===== config.mk =====
export PLATFORM = sky130hd
export DESIGN_NAME = bt_rx_fifo_flat
export DESIGN_NICKNAME = d
export VERILOG_FILES = /design/src/rtl/bt_rx_fifo_if.sv /design/src/rtl/bt_rx_fifo.sv /design/src/flat_wrapper.sv
export SDC_FILE = /design/constraint.sdc
export NUM_CORES = 1
export LEC_CHECK = 0
export ABC_AREA = 1
export BUFFER_PORTS_ARGS = -buffer_cell sky130_fd_sc_hd__buf_2
export CAP_MARGIN = 20
export CORE_MARGIN = 2
export CORE_UTILIZATION = 51
export CTS_CLUSTER_DIAMETER = 30
export DETAILED_ROUTE_END_ITERATION = 16
export PLACE_DENSITY = 0.76
export SYNTH_ARGS = -nofsm -noshare
export SYNTH_HDL_FRONTEND = slang
export SYNTH_SLANG_ARGS = --single-unit

===== constraint.sdc =====
create_clock -name sysclk -period 2.7 [get_ports sysclk]
set_input_delay 0.27 -clock sysclk [delete_from_list [all_inputs] [get_ports sysclk]]
set_output_delay 0.27 -clock sysclk [all_outputs]
set_load 0.05 [all_outputs]

===== src/rtl/bt_rx_fifo_if.sv =====
`default_nettype none
// ============================================================================
// Module      : bt_rx_fifo_if
// Description : picorv32 native memory bus bundle for the BT receive FIFO.
// Revision    : 1.0 - initial release
// ============================================================================
interface bt_rx_fifo_if;
    logic        mem_valid;
    logic [31:0] mem_addr;
    logic [31:0] mem_wdata;
    logic [3:0]  mem_wstrb;
    logic        mem_ready;
    logic [31:0] mem_rdata;

    modport master (
        output mem_valid, mem_addr, mem_wdata, mem_wstrb,
        input  mem_ready, mem_rdata
    );

    modport slave (
        input  mem_valid, mem_addr, mem_wdata, mem_wstrb,
        output mem_ready, mem_rdata
    );
endinterface
`default_nettype wire


===== src/rtl/bt_rx_fifo.sv =====
`default_nettype none
// ============================================================================
// Module      : bt_rx_fifo
// Description : HC-05 receive byte FIFO with DATA/STATUS/CTRL registers on the
//               picorv32 bus and a fill-level interrupt. Define
//               BT_RX_TIMEOUT_EN to add the idle-timeout flag.
// Revision    : 1.0 - initial release
// ============================================================================
module bt_rx_fifo #(
    parameter logic [31:0] BASE_ADDR      = 32'h4004_0000,
    parameter int          DEPTH_LOG2     = 4,
    parameter int          IRQ_THRESH     = 8,
    parameter int          TIMEOUT_CYCLES = 5_000_000
) (
    input  wire logic        sysclk,
    input  wire logic        rst,
    input  wire logic [7:0]  rx_data,
    input  wire logic        rx_valid,
    bt_rx_fifo_if.slave      bus,
    output logic             irq
);

    localparam int c_DEPTH = 1 << DEPTH_LOG2;
    localparam int c_CW    = DEPTH_LOG2 + 1;

    logic [7:0]            r_mem [c_DEPTH];
    logic [DEPTH_LOG2-1:0] r_wptr;
    logic [DEPTH_LOG2-1:0] r_rptr;
    logic [c_CW-1:0]       r_count;
    logic                  r_ovf;
    logic                  r_ien;
    logic                  r_ready;
    logic                  r_irq;

    logic w_sel_data, w_sel_stat, w_sel_ctrl, w_hit, w_ack;
    logic w_wr, w_rd, w_pop, w_push, w_drop, w_flush, w_clr;
    logic w_full, w_not_empty, w_ien_next, w_ovf_next, w_to, w_to_next;
    logic [c_CW-1:0] w_count_next;
    logic [31:0]     w_status;
    logic [31:0]     w_rdata;

    assign w_sel_data  = (bus.mem_addr == BASE_ADDR);
    assign w_sel_stat  = (bus.mem_addr == BASE_ADDR + 32'd4);
    assign w_sel_ctrl  = (bus.mem_addr == BASE_ADDR + 32'd8);
    assign w_hit       = bus.mem_valid & (w_sel_data | w_sel_stat | w_sel_ctrl);
    assign w_ack       = r_ready & w_hit;

    assign w_wr        = w_ack & bus.mem_wstrb[0];
    assign w_rd        = w_ack & (bus.mem_wstrb == 4'b0000);

    assign w_full      = (r_count == c_CW'(c_DEPTH));
    assign w_not_empty = (r_count != '0);

    assign w_pop       = w_rd & w_sel_data & w_not_empty;
    assign w_flush     = w_wr & w_sel_ctrl & bus.mem_wdata[1];
    assign w_clr       = w_wr & w_sel_ctrl & bus.mem_wdata[2];
    // A pop in the same cycle frees the slot, so a full FIFO still accepts the byte.
    assign w_push      = rx_valid & (~w_full | w_pop) & ~w_flush;
    assign w_drop      = rx_valid & w_full & ~w_pop & ~w_flush;

    assign w_count_next = w_flush ? '0 : (r_count + c_CW'(w_push) - c_CW'(w_pop));
    assign w_ien_next   = (w_wr & w_sel_ctrl) ? bus.mem_wdata[0] : r_ien;
    assign w_ovf_next   = w_clr ? 1'b0 : (r_ovf | w_drop);

`ifdef BT_RX_TIMEOUT_EN
    logic [31:0] r_idle;
    logic        r_to;
    logic        w_to_set;
    logic        w_to_clr;

    assign w_to_set  = (r_idle == 32'(TIMEOUT_CYCLES - 1)) & w_not_empty;
    assign w_to_clr  = w_clr | w_flush | (w_pop & (w_count_next == '0));
    assign w_to_next = w_to_clr ? 1'b0 : (r_to | w_to_set);
    assign w_to      = r_to;

    always_ff @(posedge sysclk or posedge rst) begin
        if (rst) begin
            r_idle <= '0;
            r_to   <= 1'b0;
        end else begin
            r_to <= w_to_next;
            if (w_push | w_flush | ~w_not_empty)
                r_idle <= '0;
            else
                r_idle <= r_idle + 32'd1;
        end
    end
`else
    assign w_to_next = 1'b0;
    assign w_to      = 1'b0;
`endif

    always_ff @(posedge sysclk or posedge rst) begin
        if (rst) begin
            r_wptr  <= '0;
            r_rptr  <= '0;
            r_count <= '0;
            r_ovf   <= 1'b0;
            r_ien   <= 1'b0;
            r_ready <= 1'b0;
            r_irq   <= 1'b0;
        end else begin
            r_ready <= w_hit & ~r_ready;
            r_count <= w_count_next;
            r_ovf   <= w_ovf_next;
            r_ien   <= w_ien_next;
            r_irq   <= w_ien_next &
                       ((32'(w_count_next) >= 32'(IRQ_THRESH)) | w_to_next);
            if (w_flush) begin
                r_wptr <= '0;
                r_rptr <= '0;
            end else begin
                if (w_push) r_wptr <= r_wptr + DEPTH_LOG2'(1);
                if (w_pop)  r_rptr <= r_rptr + DEPTH_LOG2'(1);
            end
        end
    end

    always_ff @(posedge sysclk) begin
        if (w_push)
            r_mem[r_wptr] <= rx_data;
    end

    assign w_status = (32'(r_count) << 8) |
                      {28'h0, w_to, r_ovf, w_full, w_not_empty};

    // Read mux reflects pre-edge state, so a flushing cycle still sees the old head.
    always_comb begin
        w_rdata = 32'h0;
        if (r_ready) begin
            if (w_sel_data && w_not_empty)
                w_rdata = {24'h0, r_mem[r_rptr]};
            else if (w_sel_stat)
                w_rdata = w_status;
            else if (w_sel_ctrl)
                w_rdata = {31'h0, r_ien};
        end
    end

    assign bus.mem_ready = r_ready;
    assign bus.mem_rdata = w_rdata;
    assign irq           = r_irq;

    logic w_unused;
    assign w_unused = &{1'b0, bus.mem_wdata[31:3], bus.mem_wstrb[3:1],
                        (TIMEOUT_CYCLES != 0), 1'b0};

endmodule
`default_nettype wire


===== src/flat_wrapper.sv =====
// flat-port wrapper written by rule: the top's interface ports become plain ports
module bt_rx_fifo_flat 
#(
    parameter logic [31:0] BASE_ADDR      = 32'h4004_0000,
    parameter int          DEPTH_LOG2     = 4,
    parameter int          IRQ_THRESH     = 8,
    parameter int          TIMEOUT_CYCLES = 5_000_000
)
  (sysclk, rst, rx_data, rx_valid, irq, bus_mem_valid, bus_mem_addr, bus_mem_wdata, bus_mem_wstrb, bus_mem_ready, bus_mem_rdata);
  bt_rx_fifo_if bus_i ();
  input  wire logic sysclk;
  input  wire logic rst;
  input  wire logic [7:0] rx_data;
  input  wire logic rx_valid;
  output logic irq;
  input wire logic [$bits(bus_i.mem_valid)-1:0] bus_mem_valid;
  input wire logic [$bits(bus_i.mem_addr)-1:0] bus_mem_addr;
  input wire logic [$bits(bus_i.mem_wdata)-1:0] bus_mem_wdata;
  input wire logic [$bits(bus_i.mem_wstrb)-1:0] bus_mem_wstrb;
  output wire logic [$bits(bus_i.mem_ready)-1:0] bus_mem_ready;
  output wire logic [$bits(bus_i.mem_rdata)-1:0] bus_mem_rdata;
  assign bus_i.mem_valid = bus_mem_valid;
  assign bus_i.mem_addr = bus_mem_addr;
  assign bus_i.mem_wdata = bus_mem_wdata;
  assign bus_i.mem_wstrb = bus_mem_wstrb;
  assign bus_mem_ready = bus_i.mem_ready;
  assign bus_mem_rdata = bus_i.mem_rdata;
  bt_rx_fifo #(.BASE_ADDR(BASE_ADDR), .DEPTH_LOG2(DEPTH_LOG2), .IRQ_THRESH(IRQ_THRESH), .TIMEOUT_CYCLES(TIMEOUT_CYCLES)) u_core (.sysclk(sysclk), .rst(rst), .rx_data(rx_data), .rx_valid(rx_valid), .bus(bus_i), .irq(irq));
endmodule

==> run_results.csv <==
group,metric,value,unit
synthesis,synth-edff-count,128,
routing,antenna_left,0,
floorplanning,die_w,120,microns
status,violations,"setup timing",
critical_path,cp_num_cells,19,
clock_network,cts_sinks,145,
sta,rsz0062_at_grt,"yes",
placed_design,port_buffers,65,
critical_path,path_cells,"inv_2 > ha_4 > nand2_2 > nor2_2 > nand2_1 > nand2_2 > inv_2 > nand4_1 > nor2_2 > ha_1 > inv_1 > ha_4 > fa_2 > nand2_2 > a21oi_2 > nor2_2 > xnor2_1 > nor2_1 > o21a_1",
grt,grt_pass1_wl,25200,microns
sta,hold_slack,0.120,ns
floorplanning,design.core.area,0.0131,sq mm
layout,diodes,0,
synthesis,avgSynthCellArea,10.2,sq um
pwr,p_per_area,748,mW/mm^2
clock_network,cts_tree,"done",
critical_path,critPathCaptureType,"flip-flop",
layout,drive_gt1_frac,0.245,
floorplanning,placementRows,42,
critical_path,path_class,"reg -> reg",
synthesis,yosysMostFrequentCell,"nand2_1",
grt,grt-ovfl-total,0,
critical_path,critPathBufInv,3,
synthesis,synth_commonest_cells,"nand2_1 (153), edfxtp_1 (128), nor2_1 (72), inv_1 (64), a21oi_1 (44)",
layout,final_cells,977,
sta,fmax,0.363,GHz
run,cap_violations,0,
synthesis,synth_seq_cells,145,
floorplanning,die_height,120,microns
routing,wirelength,17100,microns
sta,clock_skew,0.00844,ns
placed_design,dpl.hpwl,10600,microns
synthesis,yosysTopAreaCell,"edfxtp_1",
synthesis,yosysUniqueCellTypes,40,
critical_path,worst-r2r-setup-slack,-0.05,ns
synthesis,synth_area,0.00683,sq mm
placed_design,place.gp.congestion,0.820,
critical_path,cp.arrival,3.07,ns
layout,nets,881,
routing,drc,0,
sta,worstMarginPinSlew,0.687,ns
placed_design,dp_cells,935,
critical_path,crit_family,"simple AND/OR/NAND/NOR gates",
sta,finalHoldViolations,0,
sta,slew_headroom,0.541,
clock_network,clkTransAtPathRegs,0.06,ns
sta,setup_ws,-0.0523,ns
layout,syn_to_final_growth,24.0,%
synthesis,syn_inst,668,
status,outcome,"finished, violations left",
routing,drt_iter0_markers,596,
synthesis,yosysWarningCount,0,
clock_network,cts_root_buf,"clkbuf_16",
clock_network,clk_latency,0.43,ns
grt,grt_start_max_net_pins,40,
grt,grt_pass1_vias,5073,
routing,dr.pass1.iters,5,
layout,fillers,952,
floorplanning,start_util,0.520,
routing,route.detailed.wl_per_inst,17.5,microns
clock_network,numCtsBuffers,17,
synthesis,yosysSeqAreaShare,0.625,
clock_network,clockBufferDepth,2,
sta,setup_viol_count_final,1,
layout,utilization,0.645,
worst_hold_path,hp-class,"in -> reg",
routing,via_per_inst,5.49,
critical_path,start_kind,"flip-flop",
floorplanning,die_area,0.0143,sq mm
synthesis,ys_async_sr_fraction,0.117,
pwr,power_leakage,3.50,nW
layout,design_area,0.00847,sq mm
critical_path,r2r_cells,19,
clock_network,cts_htree_levels,4,
pwr,total_power,6.33,mW
synthesis,synth_area_leaders,"edfxtp_1 (56%), nand2_1 (8.4%), dfrtp_1 (6.2%)",
critical_path,cp.required,3.01,ns
pwr,ir_drop,455,uV
synthesis,yosysTopAreaCellShare,0.563,
placed_design,placed_cell_area,0.00763,sq mm
critical_path,slowest_delay,0.38,ns
sta,maxSlewViolCount,0,
grt,grt_use_total,0.232,
routing,via_count,5366,
sta,fin_crit,2.75,ns
critical_path,crit_slowest_cell,"dfrtp_1",
floorplanning,io-pin-count,114,
synthesis,synth_ff_type,"edfxtp_1",
critical_path,crit_fanout,2,
sta,min_period_over_period,1.02,
worst_hold_path,whs_path_depth,3,
placed_design,place_ws,-0.195,ns
sta,fin_setup_tns,-0.0523,ns
grt,antenna_found_initial,0,
==> final cells by class <==
class / instances / area, sq um / area share
Tap cell: 176 / 220 / 0.0260
Clock buffer: 17 / 425 / 0.0502
Clock inverter: 14 / 165 / 0.0195
Multi-Input combinational cell: 432 / 2250 / 0.266
Timing Repair Buffer: 128 / 885 / 0.104
Inverter: 65 / 248 / 0.0293
Sequential cell: 145 / 4270 / 0.504
==> timing repair <==
action                                  in CTS  in global routing
hold buffers                                 1                  0
pin swaps                                   10                  6
hold endpoints to repair                    17                  0
buffers inserted                             6                  3
endpoints found under the setup margin       3                 13
gates cloned                                 0                  1
gates resized for setup                     12                 34
==> state kept, by name, summed over array words and instances (netlist names) <==
signal,cells
u_core.irq,1
u_core.r_rptr,4
u_core.r_mem,128
u_core.r_ien,1
u_core.r_ovf,1
u_core.r_count,5
u_core.bus.mem_ready,1
u_core.r_wptr,4
==> placed cells by master (no fill, tap or decap), types with 12 or more instances in the layout <==
master,count
a21oi_1,43
inv_1,59
buf_2,59
clkbuf_16,18
a22oi_1,14
conb_1,19
nor3_1,24
nand3_1,39
o21ai_0,12
nor2_1,69
buf_4,59
edfxtp_1,128
nand2_1,148
dfrtp_1,15
==> per-layer routing <==
metal | vias to the layer above | routed length (microns) | GRT usage
li1 | 2478 | - | -
met1 | 2510 | 6430 | 0.282
met2 | 331 | 8570 | 0.396
met3 | 47 | 1640 | 0.0585
met4 | 0 | 419 | 0.0919
met5 | - | 0 | 0
==> tightest hold or removal path, stage by stage <==
cell and delay, ns:
buf_2 0.08, nand2_1 0.04, o21ai_0 0.11
==> where the power goes <==
part | internal [mW] | switching, mW
Combinational | 0.468 | 0.713
Clock | 1.44 | 0.908
Sequential | 2.69 | 0.108
Total | 4.60 | 1.73
==> final timing paths <==
kind / start / end
setup reg to reg: u_core.r_count[3]$_DFF_PP0_ / u_core.irq$_DFF_PP0_
hold reg to reg: u_core.bus.mem_ready$_DFF_PP0_ / u_core.bus.mem_ready$_DFF_PP0_
min in group asynchronous: rst / u_core.irq$_DFF_PP0_
setup / recovery: u_core.r_count[3]$_DFF_PP0_ / u_core.irq$_DFF_PP0_
max in group asynchronous: rst / u_core.bus.mem_ready$_DFF_PP0_
hold / removal: bus_mem_wdata[0] / u_core.r_ien$_DFF_PP0_
==> cell families after synthesis <==
| family | count (synthesis) | synth area share |
|---|---|---|
| flip-flops | 145 | 0.625 |
| multiplexers | 1 | 0.00147 |
| other | 1 | 0.000549 |
| AO/OA/AOI/OAI | 86 | 0.0762 |
| adder cells (fa/ha/maj) | 12 | 0.0231 |
| buffers and inverters | 109 | 0.0718 |
| AND/OR/NAND/NOR | 309 | 0.195 |
| XOR/XNOR | 5 | 0.00641 |
(Power assumes the default switching activity.)
